## src/rtl/btn_pkg.sv

```systemverilog
// rtl/btn_pkg.sv - shared state encoding, default timing constants and clog2 helper for the button front end
//
// Purpose : common definitions imported by btn_sync and btn_debouncer.
// Contents: btn_state_t (2-bit FSM encoding), default debounce/hold
//           cycle counts (50 MHz system clock), clog2 for counter widths.

package btn_pkg;

    typedef enum logic [1:0] {
        RELEASED     = 2'd0,
        PRESS_WAIT   = 2'd1,
        PRESSED      = 2'd2,
        RELEASE_WAIT = 2'd3
    } btn_state_t;

    // 10 ms debounce and 1 s long-press at 50 MHz.
    localparam int DEF_DEBOUNCE_CYCLES = 500000;
    localparam int DEF_HOLD_CYCLES     = 50000000;

    // Number of bits needed to represent values 0 .. value-1.
    function automatic int clog2(input int value);
        int res;
        int v;
        res = 0;
        v   = value - 1;
        while (v > 0) begin
            res = res + 1;
            v   = v >> 1;
        end
        return res;
    endfunction

endpackage

```

## src/rtl/btn_sync.sv

```systemverilog
// rtl/btn_sync.sv - two-flop synchroniser for an asynchronous pad input
//
// Purpose : bring an asynchronous pad level into the i_clk domain.
// Ports   : i_clk     system clock
//           i_rst_n   synchronous active-low reset
//           i_async   raw asynchronous pad level
//           o_sync    synchronised level (two flops behind the pad)
// RESET_VALUE loads both flops on reset so that the idle pad level does
// not look like a transition when reset is released.

module btn_sync #(
    parameter logic RESET_VALUE = 1'b0
) (
    input  logic i_clk,
    input  logic i_rst_n,
    input  logic i_async,
    output logic o_sync
);

    logic r_meta;
    logic r_sync;

    always_ff @(posedge i_clk) begin
        if (!i_rst_n) begin
            r_meta <= RESET_VALUE;
            r_sync <= RESET_VALUE;
        end else begin
            r_meta <= i_async;
            r_sync <= r_meta;
        end
    end

    assign o_sync = r_sync;

endmodule

```

## src/rtl/btn_debouncer.sv

```systemverilog
// rtl/btn_debouncer.sv - push-button synchroniser, press/release debouncer and event pulse generator
//
// Purpose : turn a bouncing mechanical button pad into a clean debounced
//           level plus single-cycle press, release and long-press events.
// Ports   : i_clk          system clock
//           i_rst_n        synchronous active-low reset
//           i_btn_raw      raw asynchronous button pad
//           o_btn_level    debounced pressed level (1 = pressed)
//           o_btn_posedge  one-cycle pulse on accepted press
//           o_btn_negedge  one-cycle pulse on accepted release
//           o_btn_hold     one-cycle pulse once per press after HOLD_CYCLES

module btn_debouncer
    import btn_pkg::*;
#(
    parameter int DEBOUNCE_CYCLES = DEF_DEBOUNCE_CYCLES,
    parameter int HOLD_CYCLES     = DEF_HOLD_CYCLES,
    parameter int ACTIVE_LOW      = 1
) (
    input  logic i_clk,
    input  logic i_rst_n,
    input  logic i_btn_raw,
    output logic o_btn_level,
    output logic o_btn_posedge,
    output logic o_btn_negedge,
    output logic o_btn_hold
);

    localparam int DEB_W  = clog2(DEBOUNCE_CYCLES + 1);
    localparam int HOLD_W = clog2(HOLD_CYCLES + 1);

    localparam logic [DEB_W-1:0]  DEB_MAX  = DEB_W'(DEBOUNCE_CYCLES);
    localparam logic [HOLD_W-1:0] HOLD_MAX = HOLD_W'(HOLD_CYCLES);
    localparam logic              ACT_LOW  = (ACTIVE_LOW != 0);

    logic              w_sync;
    logic              w_pressed_s;

    btn_state_t        r_state;
    logic [DEB_W-1:0]  r_deb_cnt;
    logic [HOLD_W-1:0] r_hold_cnt;
    logic              r_level;
    logic              r_posedge;
    logic              r_negedge;
    logic              r_hold;

    btn_state_t        w_state_nxt;
    logic [DEB_W-1:0]  w_deb_nxt;
    logic [HOLD_W-1:0] w_hold_cnt_nxt;
    logic [HOLD_W-1:0] w_hold_inc;
    logic              w_level_nxt;
    logic              w_posedge_nxt;
    logic              w_negedge_nxt;
    logic              w_hold_nxt;

    // Reset value is the idle (released) pad level for either polarity.
    btn_sync #(
        .RESET_VALUE (ACT_LOW)
    ) u_sync (
        .i_clk   (i_clk),
        .i_rst_n (i_rst_n),
        .i_async (i_btn_raw),
        .o_sync  (w_sync)
    );

    assign w_pressed_s = w_sync ^ ACT_LOW;
    assign w_hold_inc  = r_hold_cnt + HOLD_W'(1);

    always_ff @(posedge i_clk) begin
        if (!i_rst_n) begin
            r_state    <= RELEASED;
            r_deb_cnt  <= '0;
            r_hold_cnt <= '0;
            r_level    <= 1'b0;
            r_posedge  <= 1'b0;
            r_negedge  <= 1'b0;
            r_hold     <= 1'b0;
        end else begin
            r_state    <= w_state_nxt;
            r_deb_cnt  <= w_deb_nxt;
            r_hold_cnt <= w_hold_cnt_nxt;
            r_level    <= w_level_nxt;
            r_posedge  <= w_posedge_nxt;
            r_negedge  <= w_negedge_nxt;
            r_hold     <= w_hold_nxt;
        end
    end

    always_comb begin
        w_state_nxt    = r_state;
        w_deb_nxt      = r_deb_cnt;
        w_hold_cnt_nxt = r_hold_cnt;
        w_level_nxt    = r_level;
        w_posedge_nxt  = 1'b0;
        w_negedge_nxt  = 1'b0;
        w_hold_nxt     = 1'b0;

        case (r_state)
            RELEASED: begin
                if (w_pressed_s) begin
                    w_state_nxt = PRESS_WAIT;
                    w_deb_nxt   = DEB_W'(1);
                end else begin
                    w_deb_nxt   = '0;
                end
            end

            PRESS_WAIT: begin
                if (!w_pressed_s) begin
                    w_state_nxt = RELEASED;
                    w_deb_nxt   = '0;
                end else if (r_deb_cnt == DEB_MAX) begin
                    w_state_nxt    = PRESSED;
                    w_posedge_nxt  = 1'b1;
                    w_level_nxt    = 1'b1;
                    w_deb_nxt      = '0;
                    w_hold_cnt_nxt = '0;
                end else begin
                    w_deb_nxt   = r_deb_cnt + DEB_W'(1);
                end
            end

            PRESSED: begin
                // Saturating count; the pulse marks only the step onto
                // HOLD_MAX, so it cannot repeat within one press.
                if (r_hold_cnt != HOLD_MAX) begin
                    w_hold_cnt_nxt = w_hold_inc;
                    w_hold_nxt     = (w_hold_inc == HOLD_MAX);
                end
                if (!w_pressed_s) begin
                    w_state_nxt = RELEASE_WAIT;
                    w_deb_nxt   = DEB_W'(1);
                end
            end

            RELEASE_WAIT: begin
                // hold_cnt is frozen here and survives a bounce back to
                // PRESSED, keeping the long-press one-shot per press.
                if (w_pressed_s) begin
                    w_state_nxt = PRESSED;
                    w_deb_nxt   = '0;
                end else if (r_deb_cnt == DEB_MAX) begin
                    w_state_nxt    = RELEASED;
                    w_negedge_nxt  = 1'b1;
                    w_level_nxt    = 1'b0;
                    w_deb_nxt      = '0;
                    w_hold_cnt_nxt = '0;
                end else begin
                    w_deb_nxt   = r_deb_cnt + DEB_W'(1);
                end
            end

            default: begin
                w_state_nxt = RELEASED;
                w_deb_nxt   = '0;
            end
        endcase
    end

    assign o_btn_level   = r_level;
    assign o_btn_posedge = r_posedge;
    assign o_btn_negedge = r_negedge;
    assign o_btn_hold    = r_hold;

endmodule

```

## config.mk

```make
export PLATFORM = sky130hd
export DESIGN_NAME = btn_debouncer
export DESIGN_NICKNAME = d
export VERILOG_FILES = /design/src/rtl/btn_pkg.sv /design/src/rtl/btn_sync.sv /design/src/rtl/btn_debouncer.sv
export SDC_FILE = /design/constraint.sdc
export NUM_CORES = 1
export LEC_CHECK = 0
export CELL_PAD_IN_SITES_DETAIL_PLACEMENT = 1
export CELL_PAD_IN_SITES_GLOBAL_PLACEMENT = 1
export CORE_ASPECT_RATIO = 1.4
export CORE_MARGIN = 5
export CORE_UTILIZATION = 50
export CTS_CLUSTER_DIAMETER = 40
export DETAILED_ROUTE_END_ITERATION = 6
export DONT_BUFFER_PORTS = 1
export MAX_ROUTING_LAYER = met4
export PLACE_DENSITY = 0.91
export SETUP_SLACK_MARGIN = 0.2
export SLEW_MARGIN = 20
export SYNTH_ARGS = -nofsm -noshare
export SYNTH_HDL_FRONTEND = slang
export SYNTH_HIERARCHICAL = 1
export SYNTH_SLANG_ARGS = --single-unit
```

## constraint.sdc

```tcl
create_clock -name i_clk -period 3.26 [get_ports i_clk]
set_input_delay 0.652 -clock i_clk [delete_from_list [all_inputs] [get_ports i_clk]]
set_output_delay 0.652 -clock i_clk [all_outputs]
set_load 0.1 [all_outputs]
```

==> results.json, run 1 <==
{
  "vias": 2847,
  "post_drt_wl_per_cell_um": 18.3,
  "critPathSlowestCell": "o41ai_4",
  "area_delta_synth_final_pct": 3.88,
  "dieArea_um2": 7970,
  "synth.yosys.warnings": 6,
  "gr-total-overflow": 0,
  "clk_path_buf_depth": 2,
  "syn_area_per_cell_um2": 8.11,
  "grt_use_total_pct": 21.9,
  "synth_area_leaders": "dfxtp_1 34%, nor2_1 6.6%, o21ai_0 4.0%",
  "dpl_cell_area_um2": 3130,
  "clk_latency_ns": 0.31,
  "max_slew.worst_pin.slew_ns": 1.02,
  "finalMaxSlewViolations": 0,
  "crit_type": "flop to flop",
  "multi_input_area_um2": 1910,
  "period_needed_ns": 2.68,
  "setup_violations": 0,
  "finalWirelength_um": 8180,
  "viasPerCell": 6.37,
  "yosysUniqueCellTypes": 66,
  "fmax_mhz": 373,
  "syn_area_um2": 3130,
  "fp.coreArea_um2": 6170,
  "ys.flop_type": "dfxtp_1",
  "critPathLaunchType": "flop",
  "synth_edf_count": 0,
  "ios": 7,
  "htree_levels": 2,
  "std_cell_rows": 34,
  "ant_nets": 0,
  "clk_pin_slew_worst_paths_ns": 0.11,
  "fp.dieW_um": 76.9,
  "rsz0062_at_grt": "false",
  "drtIter0Drc": 145,
  "fin_setup_tns_ns": 0,
  "r2r_slack_ns": 0.58,
  "synth_cells": 386,
  "cts_hold_buf": 0,
  "power_density_nw_per_um2": 351,
  "async_flop_share_pct": 0,
  "regArea_um2": 1060,
  "layout-drive-gt1-share_pct": 8.80,
  "dp_hpwl_um": 5900,
  "p_leak_nw": 1.05,
  "max_cap_viol_count": 0,
  "grt_pass1_wl_um": 14200,
  "fin_area_um2": 3250,
  "grt_max_degree": 36,
  "cts_root_buf": "clkbuf_8",
  "gp_congestion": 0.884,
  "path_max_fanout": 14,
  "final.fill_count": 761,
  "antenna_found_initial": 0,
  "initial_core_util_pct": 50.8,
  "grt_pass1_vias": 3024,
  "post_cts_buffers": 0,
  "num-nets-final": 381,
  "synth_top_cell_area_share_pct": 33.9,
  "ys_seq_area_share_pct": 33.9,
  "slowest_delay_ns": 0.87,
  "ys_ff_latch": 53,
  "hp-class": "input pin to flop",
  "endpoint_kind": "flop",
  "yosys.area.top_type": "dfxtp_1",
  "numCtsBuffers": 5,
  "fin_crit_sh_pct": 82.2,
  "drc": 0,
  "worstPathRequired_ns": 3.46,
  "max_slew_margin_pct": 32.1,
  "port-buffer-count": 0,
  "syn_nets": 393,
  "arrival_ns": 2.88,
  "dr.pass1.iters": 4,
  "post-synth-top-count-cell": "nor2_1",
  "dpl.cell_count": 439,
  "hold_viol_final": 0,
  "cts_tree": "yes",
  "fin_cells": 447,
  "fin_skew_ns": 0.0188,
  "status": "finished clean",
  "crit_chain": "nor4b_1 -> nand4_1 -> o41ai_4 -> buf_4 -> a21oi_1 -> o21ai_0 -> a21boi_1",
  "cts_sinks": 53,
  "diodes": 0,
  "post_cts_resized": 0,
  "synthTopCellsByCount": "55 x nor2_1, 53 x dfxtp_1, 28 x nand2_1, 25 x o21ai_0",
  "die_y_um": 104,
  "whs_ns": 0.407,
  "irDropWorstVdd_v": 0.000207
}
-- registers in the layout, indices dropped and copies added, names as in the netlist, named ones only --
name           count
o_btn_hold         1
o_btn_level        1
o_btn_negedge      1
o_btn_posedge      1
r_deb_cnt         19
r_hold_cnt        26
r_state            1
u_sync/o_sync      1
u_sync/r_meta      1
-- worst max-delay path, delay by kind of cell, from the launching register on --
kind	cells	cell delay (ns)
AND/OR/NAND/NOR	2	0.64
flip-flops	1	0.46
buffers and inverters	1	0.28
AO/OA/AOI/OAI	4	1.18
-- cells in the final DEF, fill, tap and decap left out, types with 3 or more instances in the layout --
| cell type | n |
|---|---|
| nor2_1 | 55 |
| dfxtp_1 | 53 |
| nand2_1 | 28 |
| o21ai_0 | 25 |
| nand3_1 | 17 |
| a21oi_1 | 17 |
| xor2_1 | 13 |
| a21boi_1 | 12 |
| nand4_1 | 11 |
| xnor2_1 | 11 |
| inv_1 | 10 |
| nor3_1 | 10 |
| nand3b_1 | 7 |
| and3_1 | 7 |
| clkbuf_8 | 6 |
| nor4b_1 | 5 |
| and2_1 | 5 |
| nor2b_1 | 5 |
| nor4_1 | 5 |
| a21boi_0 | 5 |
| nand2b_1 | 4 |
| ha_1 | 4 |
| buf_4 | 4 |
| or3_1 | 3 |
| a211oi_1 | 3 |
| a31oi_1 | 3 |
| nand4b_1 | 3 |
-- power breakdown --
group          leakage, nW  internal (mW)  switching [mW]
registers            0.427          0.649         0.00252
logic                0.567        0.00549         0.00286
clock network       0.0574          0.250           0.231
total                 1.05          0.904           0.237
-- final cells by class --
class,instances,area share (%)
multi-input cells,300,58.8
flip-flops and latches,53,32.6
clock inverters,2,1.15
clock buffers,6,2.54
repair buffers,4,0.923
well taps,72,2.77
inverters,10,1.15
-- routing by layer --
metal	GRT usage (%)	wire (µm)	vias to the layer above
li1	-	-	1359
met1	21.7	3070	1407
met2	41.4	4610	47
met3	2.86	156	34
met4	9.88	341	0
met5	-	0	-
-- logic make-up after synthesis --
logic type / synth area share, %
compound gates: 17.9
xor+xnor: 6.71
fa+ha+maj: 1.60
buf+inv: 5.00
flops: 33.9
mux: 0.320
simple gates: 34.5
-- through the flow --
stage,setup slack [ns],total power [mW],utilization (%)
2_1_floorplan,1.05,0.677,-
3_3_place_gp,0.682,0.674,50.8
3_5_place_dp,0.665,0.675,50.8
4_1_cts,0.591,1.15,52.7
5_1_grt,0.405,1.18,52.7
6_report,0.581,1.14,52.7
-- path summary, 6_finish.rpt --
kind / from / end / cells past startpoint
setup / recovery: r_hold_cnt[5] / r_hold_cnt[16] / 7
hold / removal: i_rst_n / u_sync/o_sync / 1
hold reg to reg: u_sync/r_meta / u_sync/o_sync / 1
setup reg to reg: r_hold_cnt[5] / r_hold_cnt[16] / 7
Note: power is estimated with default switching activity, not from simulation.
==> run 2, diff against run 1 <==
- CORE_UTILIZATION: 50 -> 48
- PLACE_DENSITY: 0.91 -> 0.88
- clock period: 3.26 -> 2.6 ns (I/O delays scaled with it)
==> run 2 against run 1 <==
Clock-buffer cell count up 1. Sequential share of layout area down 0.70 points. Final cell count up 3.1%. Worst setup slack worse by 0.24 ns. Non-clock buffer count up 15. Global-route usage down 0.33 points. Critical path depth down 1. Fmax up 19%.
==> results.json, run 2 (synthesis results as in run 1) <==
{
  "dp_hpwl_um": 6060,
  "antenna_found_initial": 0,
  "dieArea_um2": 8260,
  "r2r_slack_ns": 0.34,
  "irDropWorstVdd_v": 0.000219,
  "cts_sinks": 53,
  "fmax_mhz": 443,
  "fin_area_um2": 3390,
  "hold_viol_final": 0,
  "r2r_end": "o_btn_hold",
  "hp-start": "i_rst_n",
  "fp.dieW_um": 78.3,
  "fin_crit_sh_pct": 86.8,
  "ant_nets": 0,
  "fp.coreArea_um2": 6300,
  "cts_hold_buf": 0,
  "path_max_fanout": 12,
  "max_slew.worst_pin.slew_ns": 0.564,
  "vias": 2878,
  "whs_endpoint": "u_sync/r_meta",
  "area_delta_synth_final_pct": 8.27,
  "critPathLaunchType": "flop",
  "post_cts_buffers": 0,
  "whs_ns": 0.305,
  "cts_tree": "yes",
  "port-buffer-count": 0,
  "crit_type": "flop to flop",
  "fin_skew_ns": 0.0170,
  "clk_latency_ns": 0.31,
  "finalWirelength_um": 8470,
  "drtIter0Drc": 131,
  "reg2reg_from": "r_hold_cnt[5]",
  "num-nets-final": 396,
  "layout-drive-gt1-share_pct": 15.9,
  "endpoint_kind": "flop",
  "worstPathRequired_ns": 2.83,
  "hp-class": "input pin to flop",
  "arrival_ns": 2.49,
  "layout_commonest_cell": "nor2_1",
  "reg2reg_depth": 6,
  "std_cell_rows": 34,
  "grt_pass1_vias": 3016,
  "cts_root_buf": "clkbuf_8",
  "ios": 7,
  "period_needed_ns": 2.26,
  "regMostFlops": "r_hold_cnt",
  "grt_use_total_pct": 21.6,
  "drc": 0,
  "rsz0062_at_grt": "true",
  "clk_pin_slew_worst_paths_ns": 0.10,
  "fin_setup_tns_ns": 0,
  "top_regs": "r_hold_cnt x26, r_deb_cnt x19",
  "diodes": 0,
  "setup_violations": 0,
  "final_util_pct": 53.8,
  "dr.pass1.iters": 4,
  "p_leak_nw": 1.14,
  "status": "finished clean",
  "htree_levels": 2,
  "numCtsBuffers": 5,
  "gr-total-overflow": 0,
  "clk_path_buf_depth": 2,
  "largest_reg_flops": 26,
  "dpl_cell_area_um2": 3240,
  "max_cap_viol_count": 0,
  "die_y_um": 106,
  "viasPerCell": 6.24,
  "initial_core_util_pct": 49.7,
  "power_density_nw_per_um2": 385,
  "hold_depth": 1,
  "post_drt_wl_per_cell_um": 18.4,
  "max_slew_margin_pct": 62.1,
  "grt_max_degree": 36,
  "finalMaxSlewViolations": 0,
  "gp_congestion": 0.902,
  "grt_pass1_wl_um": 14100,
  "layout_common_cells": "55 x nor2_1, 42 x dfxtp_1, 28 x nand2_1"
}
## run 2: routing by layer
metal,vias up,GRT usage (%),routed length [µm]
li1,1383,-,-
met2,52,40.4,4610
met4,0,9.63,265
met1,1418,22.2,3390
met3,25,2.56,200
met5,-,-,0
## run 2: critical path, stage by stage (launching register included)
cell,delay (ns)
dfxtp_2,0.47
nand3_4,0.20
nor4_4,0.41
nand3_1,0.16
xor2_1,0.19
or4_4,0.55
nor4b_2,0.20
## run 2: cell type report
type / instances / area, µm²
tap: 72 / 90.1
sequential: 53 / 1080
clock buffer: 7 / 86.3
fill: 775 / 2910
timing repair buffer: 19 / 143
inverter: 10 / 37.5
multi-input combinational: 300 / 1950
## run 2: power by group
group / leakage (nW) / internal [mW] / switching (mW)
registers: 0.434 / 0.810 / 0.00330
logic: 0.666 / 0.00690 / 0.00387
clock network: 0.0443 / 0.212 / 0.269
## run 2: stage by stage
step                      worst slack [ns]  instances  power, mW
after floorplan                      0.385        386      0.848
after global placement               0.198        454      0.845
after detailed placement             0.166        454      0.846
after CTS                            0.202        461       1.32
after global routing                 0.183        461       1.34
final                                0.342        461       1.31
## run 2: worst max path at each step
| stage | start | endpoint | slack [ns] |
|---|---|---|---|
| after floorplan | r_hold_cnt[0] | o_btn_hold | 0.39 |
| final | r_hold_cnt[5] | o_btn_hold | 0.34 |
| after CTS | r_hold_cnt[3] | r_hold_cnt[2] | 0.20 |
| after global routing | r_hold_cnt[1] | o_btn_hold | 0.18 |
| after detailed placement | r_hold_cnt[7] | r_hold_cnt[25] | 0.17 |
| after global placement | r_hold_cnt[0] | o_btn_hold | 0.20 |
## run 2: what timing repair did
item	in CTS	in global routing
gates resized for setup	2	18
endpoints found under the setup margin	23	27
cloned	0	0
pin swaps	0	3
